==> src/rtl/ps2_host_tx.sv <==
// ps2_host_tx: host-to-device PS/2 command transmitter.
// Drives the open-drain ps2_clk/ps2_data lines through *_drv_low enables.
// The board-level tristate logic resolves these enables onto the pins.
// Optional feature: define PS2_HOST_TX_RETRY_EN to resend a byte once after a
// NACK or a timeout.
module ps2_host_tx #(
  parameter int INHIBIT_CYCLES = 5000,
  parameter int TIMEOUT_CYCLES = 750000
) (
  input  logic       clk,
  input  logic       resetn,
  input  logic       tx_valid,
  input  logic [7:0] tx_data,
  output logic       tx_ready,
  input  logic       ps2_clk,
  input  logic       ps2_data,
  output logic       ps2_clk_drv_low,
  output logic       ps2_data_drv_low,
  output logic       tx_done,
  output logic       tx_err
);

  localparam int INH_W = (INHIBIT_CYCLES > 1) ? $clog2(INHIBIT_CYCLES) : 1;
  localparam int TO_W  = (TIMEOUT_CYCLES > 1) ? $clog2(TIMEOUT_CYCLES) : 1;
  localparam logic [INH_W-1:0] INH_LAST = INH_W'(INHIBIT_CYCLES - 1);
  localparam logic [INH_W-1:0] INH_PEN  = INH_W'(INHIBIT_CYCLES - 2);
  localparam logic [TO_W-1:0]  TO_LAST  = TO_W'(TIMEOUT_CYCLES - 1);
  // With a one-cycle inhibit, the start bit must already be asserted on entry.
  localparam logic             INH_ONE  = (INHIBIT_CYCLES == 1);

  typedef enum logic [2:0] {
    S_IDLE, S_INHIBIT, S_REQ, S_SHIFT, S_ACK, S_RELEASE
  } state_t;

  state_t            state, state_nxt;
  logic              clk_s1, clk_s2, clk_s3, data_s1, data_s2;
  logic              clk_fall;
  logic [8:0]        frame_q, frame_nxt;
  logic [INH_W-1:0]  inh_cnt, inh_cnt_nxt;
  logic [TO_W-1:0]   to_cnt, to_cnt_nxt;
  logic [3:0]        edge_cnt, edge_cnt_nxt;
  logic              acked, acked_nxt;
  logic              clk_drv_nxt, data_drv_nxt, done_nxt, err_nxt;
  logic              fail, timeout;
`ifdef PS2_HOST_TX_RETRY_EN
  logic              retry_used, retry_used_nxt;
`endif

  assign tx_ready = (state == S_IDLE);
  // The edge detector looks at the second synchroniser stage and its delayed copy.
  assign clk_fall = clk_s3 & ~clk_s2;

  // Bring the asynchronous PS/2 lines into the clk domain; idle level is high.
  always_ff @(posedge clk) begin
    if (!resetn) begin
      clk_s1  <= 1'b1;
      clk_s2  <= 1'b1;
      clk_s3  <= 1'b1;
      data_s1 <= 1'b1;
      data_s2 <= 1'b1;
    end else begin
      clk_s1  <= ps2_clk;
      clk_s2  <= clk_s1;
      clk_s3  <= clk_s2;
      data_s1 <= ps2_data;
      data_s2 <= data_s1;
    end
  end

  // Control state, counters and registered line drivers / status pulses.
  always_ff @(posedge clk) begin
    if (!resetn) begin
      state            <= S_IDLE;
      inh_cnt          <= '0;
      to_cnt           <= '0;
      edge_cnt         <= '0;
      acked            <= 1'b0;
      ps2_clk_drv_low  <= 1'b0;
      ps2_data_drv_low <= 1'b0;
      tx_done          <= 1'b0;
      tx_err           <= 1'b0;
`ifdef PS2_HOST_TX_RETRY_EN
      retry_used       <= 1'b0;
`endif
    end else begin
      state            <= state_nxt;
      inh_cnt          <= inh_cnt_nxt;
      to_cnt           <= to_cnt_nxt;
      edge_cnt         <= edge_cnt_nxt;
      acked            <= acked_nxt;
      ps2_clk_drv_low  <= clk_drv_nxt;
      ps2_data_drv_low <= data_drv_nxt;
      tx_done          <= done_nxt;
      tx_err           <= err_nxt;
`ifdef PS2_HOST_TX_RETRY_EN
      retry_used       <= retry_used_nxt;
`endif
    end
  end

  // Latched frame {odd parity, byte}; kept intact so a retry can resend it.
  always_ff @(posedge clk) begin
    frame_q <= frame_nxt;
  end

  // Next-state, counter and line-driver decisions for the transmit sequence.
  always_comb begin
    state_nxt    = state;
    frame_nxt    = frame_q;
    inh_cnt_nxt  = inh_cnt;
    to_cnt_nxt   = to_cnt;
    edge_cnt_nxt = edge_cnt;
    acked_nxt    = acked;
    clk_drv_nxt  = ps2_clk_drv_low;
    data_drv_nxt = ps2_data_drv_low;
    done_nxt     = 1'b0;
    err_nxt      = 1'b0;
    fail         = 1'b0;
    timeout      = (to_cnt == TO_LAST);
`ifdef PS2_HOST_TX_RETRY_EN
    retry_used_nxt = retry_used;
`endif

    case (state)
      S_IDLE: begin
        clk_drv_nxt  = 1'b0;
        data_drv_nxt = 1'b0;
        if (tx_valid) begin
          frame_nxt    = {~^tx_data, tx_data};
          state_nxt    = S_INHIBIT;
          inh_cnt_nxt  = '0;
          clk_drv_nxt  = 1'b1;
          data_drv_nxt = INH_ONE;
`ifdef PS2_HOST_TX_RETRY_EN
          retry_used_nxt = 1'b0;
`endif
        end
      end
      S_INHIBIT: begin
        // Device edges are ignored here: host inhibit wins.
        if (inh_cnt == INH_LAST) begin
          state_nxt    = S_REQ;
          to_cnt_nxt   = '0;
          edge_cnt_nxt = '0;
          clk_drv_nxt  = 1'b0;
          data_drv_nxt = 1'b1;
        end else begin
          inh_cnt_nxt = inh_cnt + 1'b1;
          if (inh_cnt == INH_PEN) data_drv_nxt = 1'b1;
        end
      end
      S_REQ: begin
        if (timeout) begin
          fail = 1'b1;
        end else begin
          to_cnt_nxt = to_cnt + 1'b1;
          if (clk_fall) begin
            data_drv_nxt = ~frame_q[0];
            edge_cnt_nxt = 4'd1;
            state_nxt    = S_SHIFT;
          end
        end
      end
      S_SHIFT: begin
        if (timeout) begin
          fail = 1'b1;
        end else begin
          to_cnt_nxt = to_cnt + 1'b1;
          if (clk_fall) begin
            edge_cnt_nxt = edge_cnt + 1'b1;
            if (edge_cnt == 4'd9) begin
              // Tenth edge: release data so the device sees the stop bit.
              data_drv_nxt = 1'b0;
              state_nxt    = S_ACK;
            end else begin
              data_drv_nxt = ~frame_q[edge_cnt];
            end
          end
        end
      end
      S_ACK: begin
        if (timeout) begin
          fail = 1'b1;
        end else begin
          to_cnt_nxt = to_cnt + 1'b1;
          if (clk_fall) begin
            edge_cnt_nxt = edge_cnt + 1'b1;
            acked_nxt    = ~data_s2;
            state_nxt    = S_RELEASE;
          end
        end
      end
      S_RELEASE: begin
        if (timeout) begin
          fail = 1'b1;
        end else begin
          to_cnt_nxt = to_cnt + 1'b1;
          if (clk_s2 && data_s2) begin
            if (acked) begin
              done_nxt     = 1'b1;
              state_nxt    = S_IDLE;
              clk_drv_nxt  = 1'b0;
              data_drv_nxt = 1'b0;
            end else begin
              fail = 1'b1;
            end
          end
        end
      end
      default: begin
        state_nxt    = S_IDLE;
        clk_drv_nxt  = 1'b0;
        data_drv_nxt = 1'b0;
      end
    endcase

    // NACK or timeout: give up (or resend once when retry is enabled).
    if (fail) begin
      done_nxt = 1'b0;
`ifdef PS2_HOST_TX_RETRY_EN
      if (!retry_used) begin
        retry_used_nxt = 1'b1;
        state_nxt      = S_INHIBIT;
        inh_cnt_nxt    = '0;
        edge_cnt_nxt   = '0;
        clk_drv_nxt    = 1'b1;
        data_drv_nxt   = INH_ONE;
      end else begin
        state_nxt    = S_IDLE;
        err_nxt      = 1'b1;
        clk_drv_nxt  = 1'b0;
        data_drv_nxt = 1'b0;
      end
`else
      state_nxt    = S_IDLE;
      err_nxt      = 1'b1;
      clk_drv_nxt  = 1'b0;
      data_drv_nxt = 1'b0;
`endif
    end
  end

endmodule

==> config.mk <==
export PLATFORM = sky130hd
export DESIGN_NAME = ps2_host_tx
export DESIGN_NICKNAME = d
export VERILOG_FILES = /design/src/rtl/ps2_host_tx.sv
export SDC_FILE = /design/constraint.sdc
export NUM_CORES = 1
export LEC_CHECK = 0
export ABC_AREA = 1
export CORE_ASPECT_RATIO = 1.1
export CORE_MARGIN = 5
export CORE_UTILIZATION = 50
export CTS_CLUSTER_DIAMETER = 200
export DETAILED_ROUTE_END_ITERATION = 12
export PLACE_DENSITY_LB_ADDON = 0.2
export SLEW_MARGIN = 20
export SYNTH_ARGS = -nofsm -noshare
export SYNTH_HDL_FRONTEND = slang
export SYNTH_SLANG_ARGS = --single-unit
==> constraint.sdc <==
create_clock -name clk -period 3.15 [get_ports clk]
set_input_delay 0.63 -clock clk [delete_from_list [all_inputs] [get_ports clk]]
set_output_delay 0.63 -clock clk [all_outputs]
set_load 0.02 [all_outputs]
==> impl_metrics.py, run 1 <==
metrics = {
    "clock_tree": {
        "cts_sinks": 59,
        "postCtsHoldBufs": 0,
        "cts_resized": 0,
        "htreeDepth": 3,
        "cts_made_buffers": 9,
        "cts_tree": "built",
        "clock_latency_ns": 0.35,
        "postCtsSetupRepairBufs": 0,
        "clockBufferDepth": 2,
        "clkTransAtPathRegs_ns": 0.07,
        "clockRootBuffer": "clkbuf_8",
    },
    "floorplanning": {
        "core-area_um2": 6670,
        "die_width_um": 89.4,
        "die_area_um2": 8700,
        "ios": 18,
        "dieHeight_um": 97.4,
        "initial_utilization_pct": 52.0,
        "rows": 31,
    },
    "global_route": {
        "grt_pass1_wl_mm": 13.9,
        "overflow": 0,
        "grt_pass1_vias": 3180,
        "antenna_found_initial": 0,
        "grtUsageTotal_pct": 20.2,
        "grt_max_degree": 36,
    },
    "sta": {
        "maxSlewViolCount": 0,
        "fmax_ghz": 0.414,
        "setup_violations": 0,
        "slew_headroom_pct": 35.8,
        "tightest_slew_ns": 0.957,
        "rsz0062_at_grt": "false",
        "hold_violations": 0,
        "finalCriticalPeriod_ns": 2.41,
        "fin_tns_setup_ns": 0,
        "hold_ws_ns": 0.415,
        "skew_ns": 0.00780,
        "period_share_pct": 76.6,
    },
    "drt": {
        "drc_errors": 0,
        "wirelength_mm": 7.93,
        "routed_via_density": 5.27,
        "first_iter_violations": 145,
        "wl_per_cell_um": 12.8,
        "vias": 3254,
        "dr.pass1.iters": 4,
        "antenna_left": 0,
    },
    "placement": {
        "place_inst": 602,
        "routabilityCongestion": 0.890,
        "place.port_buffers": 17,
        "hpwl_mm": 5.80,
    },
    "yosys": {
        "avgSynthCellArea_um2": 6.76,
        "ys_top_cells_by_area": "dfxtp_1 (29%), nand2_1 (13%), edfxtp_1 (7.8%)",
        "yosys_warnings": 0,
        "synthArstFlopShare_pct": 0,
        "yosysSeqAreaShare_pct": 36.7,
        "ys.flop_type": "dfxtp_1",
        "syn-num-nets": 531,
        "synth-edff-count": 9,
        "synth.most_common_cell": "nand2_1",
        "ys_top_cells_by_count": "nand2_1 (123), nor2_1 (69), inv_1 (60)",
        "synthesis.area_um2": 3470,
        "synth_cells": 513,
        "synth.distinct_cells": 34,
        "synth_seq_cells": 59,
        "synth_top_area_cell": "dfxtp_1",
        "yosys.area.top_type_share_pct": 28.9,
    },
    "critical_path": {
        "end_kind": "primary output",
        "start_kind": "flop",
        "worst_ep_required_time_ns": 2.52,
        "arrival_ns": 1.78,
        "worstSetupPathType": "reg -> out",
        "crit_fanout": 6,
    },
    "layout": {
        "syn2layout_area_growth_pct": 11.3,
        "antennaDiodeCount": 0,
        "multi_input_area_um2": 1870,
        "fillers": 678,
        "regArea_um2": 1270,
        "fin_nets": 549,
        "stdcell_count": 618,
        "drive_above_1_share_pct": 7.46,
    },
    "min_path": {
        "hp-class": "reg -> reg",
    },
    "outcome": {
        "outcome": "finished, final reports clean",
    },
    "power": {
        "p_leak_nw": 1.43,
        "ir_drop_mv": 0.414,
        "p_per_area_nw_per_um2": 693,
    },
    "flow_run": {
        "cap_violations": 0,
    },
}
==> power by group <==
group          internal, mW  switching, mW
combinational         0.295          0.727
clock                 0.365          0.334
sequential            0.858         0.0938
total                  1.52           1.15
==> metal layers <==
metal | routed length [µm] | up-vias | track usage [%]
li1 | - | 1699 | -
met5 | 0 | - | 0
met1 | 3540 | 1459 | 23.8
met2 | 3820 | 74 | 33.8
met4 | 241 | 0 | 10.7
met3 | 324 | 22 | 3.73
==> registers in the layout (all words and copies together) (netlist names) <==
register / count
state: 3
clk_s1: 1
edge_cnt: 4
tx_done: 1
tx_err: 1
clk_s3: 1
frame_q: 9
acked: 1
clk_s2: 1
ps2_clk_drv_low: 1
to_cnt: 20
ps2_data_drv_low: 1
data_s1: 1
inh_cnt: 13
data_s2: 1
==> worst paths after layout <==
check	startpoint	end	slack, ns	depth (start not counted)
worst max-delay path	state[1]	tx_ready	0.74	2
worst min-delay path	clk_s1	clk_s2	0.42	1
worst max register to register	to_cnt[0]	edge_cnt[1]	0.93	10
worst min register to register	clk_s1	clk_s2	0.42	1
==> stage by stage <==
| stage | setup slack (ns) | util, % | total power, mW | area, µm² |
|---|---|---|---|---|
| floorplan | 1.26 | - | 1.82 | 3470 |
| global placement | 0.942 | 54.9 | 1.97 | 3660 |
| detailed placement | 0.896 | 54.9 | 1.98 | 3660 |
| CTS | 0.711 | 57.8 | 2.68 | 3860 |
| global route | 0.657 | 57.8 | 2.86 | 3860 |
| finish | 0.736 | 57.8 | 2.67 | 3860 |
==> logic make-up (layout without fill, tap and decap cells) <==
kind of cell	after synthesis	after routing	share of synthesized area, %
and+or+nand+nor	293	293	38.1
buffers and inverters	77	100	9.52
AOI/OAI and AO/OA	60	60	9.16
DFF	59	59	36.7
xor gates and xnor gates	19	19	4.80
adders and majority gates	5	5	1.80
==> cell type report <==
class	instances	area share, %
sequential	59	32.9
inverter	67	6.58
clock inverter	6	1.72
timing repair buffer	17	4.41
multi-input combinational	377	48.4
clock buffer	10	3.31
tap	82	2.66
==> cells in the final DEF (no fill, tap or decap), types with 13 or more instances in the layout <==
master / n
nand2_1: 123
nor2_1: 69
inv_1: 59
dfxtp_1: 50
nand3_1: 46
a21oi_1: 36
nor3_1: 19
nand4_1: 17
o21ai_0: 17
clkdlybuf4s50_1: 17
xor2_1: 13
==> worst max-delay path, cell delays in order, from the launching register on <==
cell,delay (ns)
dfxtp_1,0.40
nor3_1,0.35
clkdlybuf4s50_1,0.68
(Power assumes the default switching activity.)
==> inputs of run 2 (changes only) <==
Clock period 3.15 ns to 2.4 ns, I/O delays scaled along.
==> run 2 against run 1 <==
  * Non-clock buffer count is 3 higher
  * Cell count rose by 0.49%
  * Setup slack got worse by 0.59 ns
  * Global-route usage decreased by 0.58 points
  * Flip-flop and latch count did not move
  * Clock power increased by 44%
  * Register-to-register slack lost 0.59 ns
  * First-iteration DRC count is 37% higher
  * Clock skew grew 0.0015 ns
  * Highest routed layer unchanged
==> impl_metrics.py, run 2 (synthesized netlist as in run 1, its figures left out) <==
metrics = {
    "critical_path": {
        "worst_ep_required_time_ns": 1.92,
        "end_kind": "primary output",
        "worstSetupPathType": "reg -> out",
        "arrival_ns": 1.77,
        "crit_fanout": 6,
        "max_stage_delay_ns": 0.68,
        "start_kind": "flop",
        "path_cells": "nor3_1 > clkdlybuf4s50_1",
        "cp_slowest_cell": "clkdlybuf4s50_1",
    },
    "sta": {
        "hold_ws_ns": 0.414,
        "hold_violations": 0,
        "skew_ns": 0.00927,
        "setup_violations": 0,
        "fmax_ghz": 0.445,
        "rsz0062_at_grt": "false",
        "maxSlewViolCount": 0,
        "period_share_pct": 93.7,
        "fin_tns_setup_ns": 0,
        "slew_headroom_pct": 59.7,
        "finalCriticalPeriod_ns": 2.25,
        "tightest_slew_ns": 0.600,
    },
    "layout": {
        "drive_above_1_share_pct": 7.98,
        "layout_common_cells": "nand2_1 (123), nor2_1 (69), inv_1 (60)",
        "largest_reg_flops": 20,
        "stdcell_count": 621,
        "layout_commonest_cell": "nand2_1",
        "regMostFlops": "to_cnt",
        "syn2layout_area_growth_pct": 13.1,
        "antennaDiodeCount": 0,
        "reg_top3": "to_cnt (20), inh_cnt (13), frame_q (9)",
        "fin_nets": 552,
    },
    "clock_tree": {
        "cts_made_buffers": 9,
        "clockBufferDepth": 2,
        "clockRootBuffer": "clkbuf_8",
        "postCtsHoldBufs": 0,
        "postCtsSetupRepairBufs": 0,
        "cts_resized": 0,
        "htreeDepth": 3,
        "cts_tree": "built",
        "cts_sinks": 59,
        "clock_latency_ns": 0.33,
        "clkTransAtPathRegs_ns": 0.07,
    },
    "flow_run": {
        "cap_violations": 0,
    },
    "min_path": {
        "hp-class": "reg -> reg",
    },
    "global_route": {
        "grt_pass1_vias": 3076,
        "antenna_found_initial": 0,
        "grtUsageTotal_pct": 19.6,
        "grt_max_degree": 26,
        "overflow": 0,
        "grt_pass1_wl_mm": 13.9,
    },
    "drt": {
        "wl_per_cell_um": 12.9,
        "first_iter_violations": 199,
        "routed_via_density": 5.32,
        "antenna_left": 0,
        "vias": 3305,
        "dr.pass1.iters": 7,
        "wirelength_mm": 7.99,
        "drc_errors": 0,
    },
    "power": {
        "totalPowerFinal_mw": 3.64,
        "p_per_area_nw_per_um2": 927,
        "p_leak_nw": 1.48,
        "ir_drop_mv": 0.654,
    },
    "floorplanning": {
        "initial_utilization_pct": 52.0,
        "rows": 31,
        "dieHeight_um": 97.4,
        "core-area_um2": 6670,
        "die_width_um": 89.4,
        "ios": 18,
        "die_area_um2": 8700,
    },
    "placement": {
        "routabilityCongestion": 0.925,
        "place_inst": 605,
        "hpwl_mm": 5.92,
        "place.port_buffers": 17,
    },
    "outcome": {
        "outcome": "finished, final reports clean",
    },
}
-- run 2: cell count changes in the layout (fill, tap and decap cells not counted), sizes merged --
cell,change
buf,+3
clkbuf,+3
clkinv,-2
clkinvlp,-2
inv,+1
-- run 2: path summary, 6_finish.rpt --
check | start | endpoint | slack (ns) | cells past startpoint
worst min register to register | data_s1 | data_s2 | 0.41 | 1
worst max register to register | to_cnt[0] | edge_cnt[1] | 0.34 | 10
worst max-delay path | state[1] | tx_ready | 0.15 | 2
worst min-delay path | data_s1 | data_s2 | 0.41 | 1
-- run 2: stage by stage --
stage	setup WS, ns	utilization, %	area [µm²]
after floorplan	0.512	-	3470
after global placement	0.365	55.5	3700
after detailed placement	0.351	55.5	3700
after CTS	0.132	58.8	3920
after global routing	0.0395	58.8	3920
final	0.151	58.8	3920
-- run 2: worst max-delay path, delay by kind of cell, from the launching register on --
family	cells	cell delay, ns
buf+inv	1	0.68
flops	1	0.40
simple gates	1	0.36
-- run 2: area by class of cell --
type | instances | area, µm²
repair buffers | 20 | 205
well taps | 82 | 103
multi-input cells | 377 | 1870
clock inverters | 3 | 42.5
inverters | 67 | 254
fillers | 636 | 2750
flip-flops and latches | 59 | 1270
clock buffers | 13 | 180
-- run 2: power by group --
part	total (mW)	switching, mW	internal, mW
Clock	1.01	0.410	0.599
Sequential	1.25	0.122	1.13
Combinational	1.38	0.962	0.419
-- run 2: layer usage --
metal	routed length, µm	track usage, %
met1	3700	26.1
met2	3750	31.0
met3	410	4.75
met4	117	6.19
met5	0	0
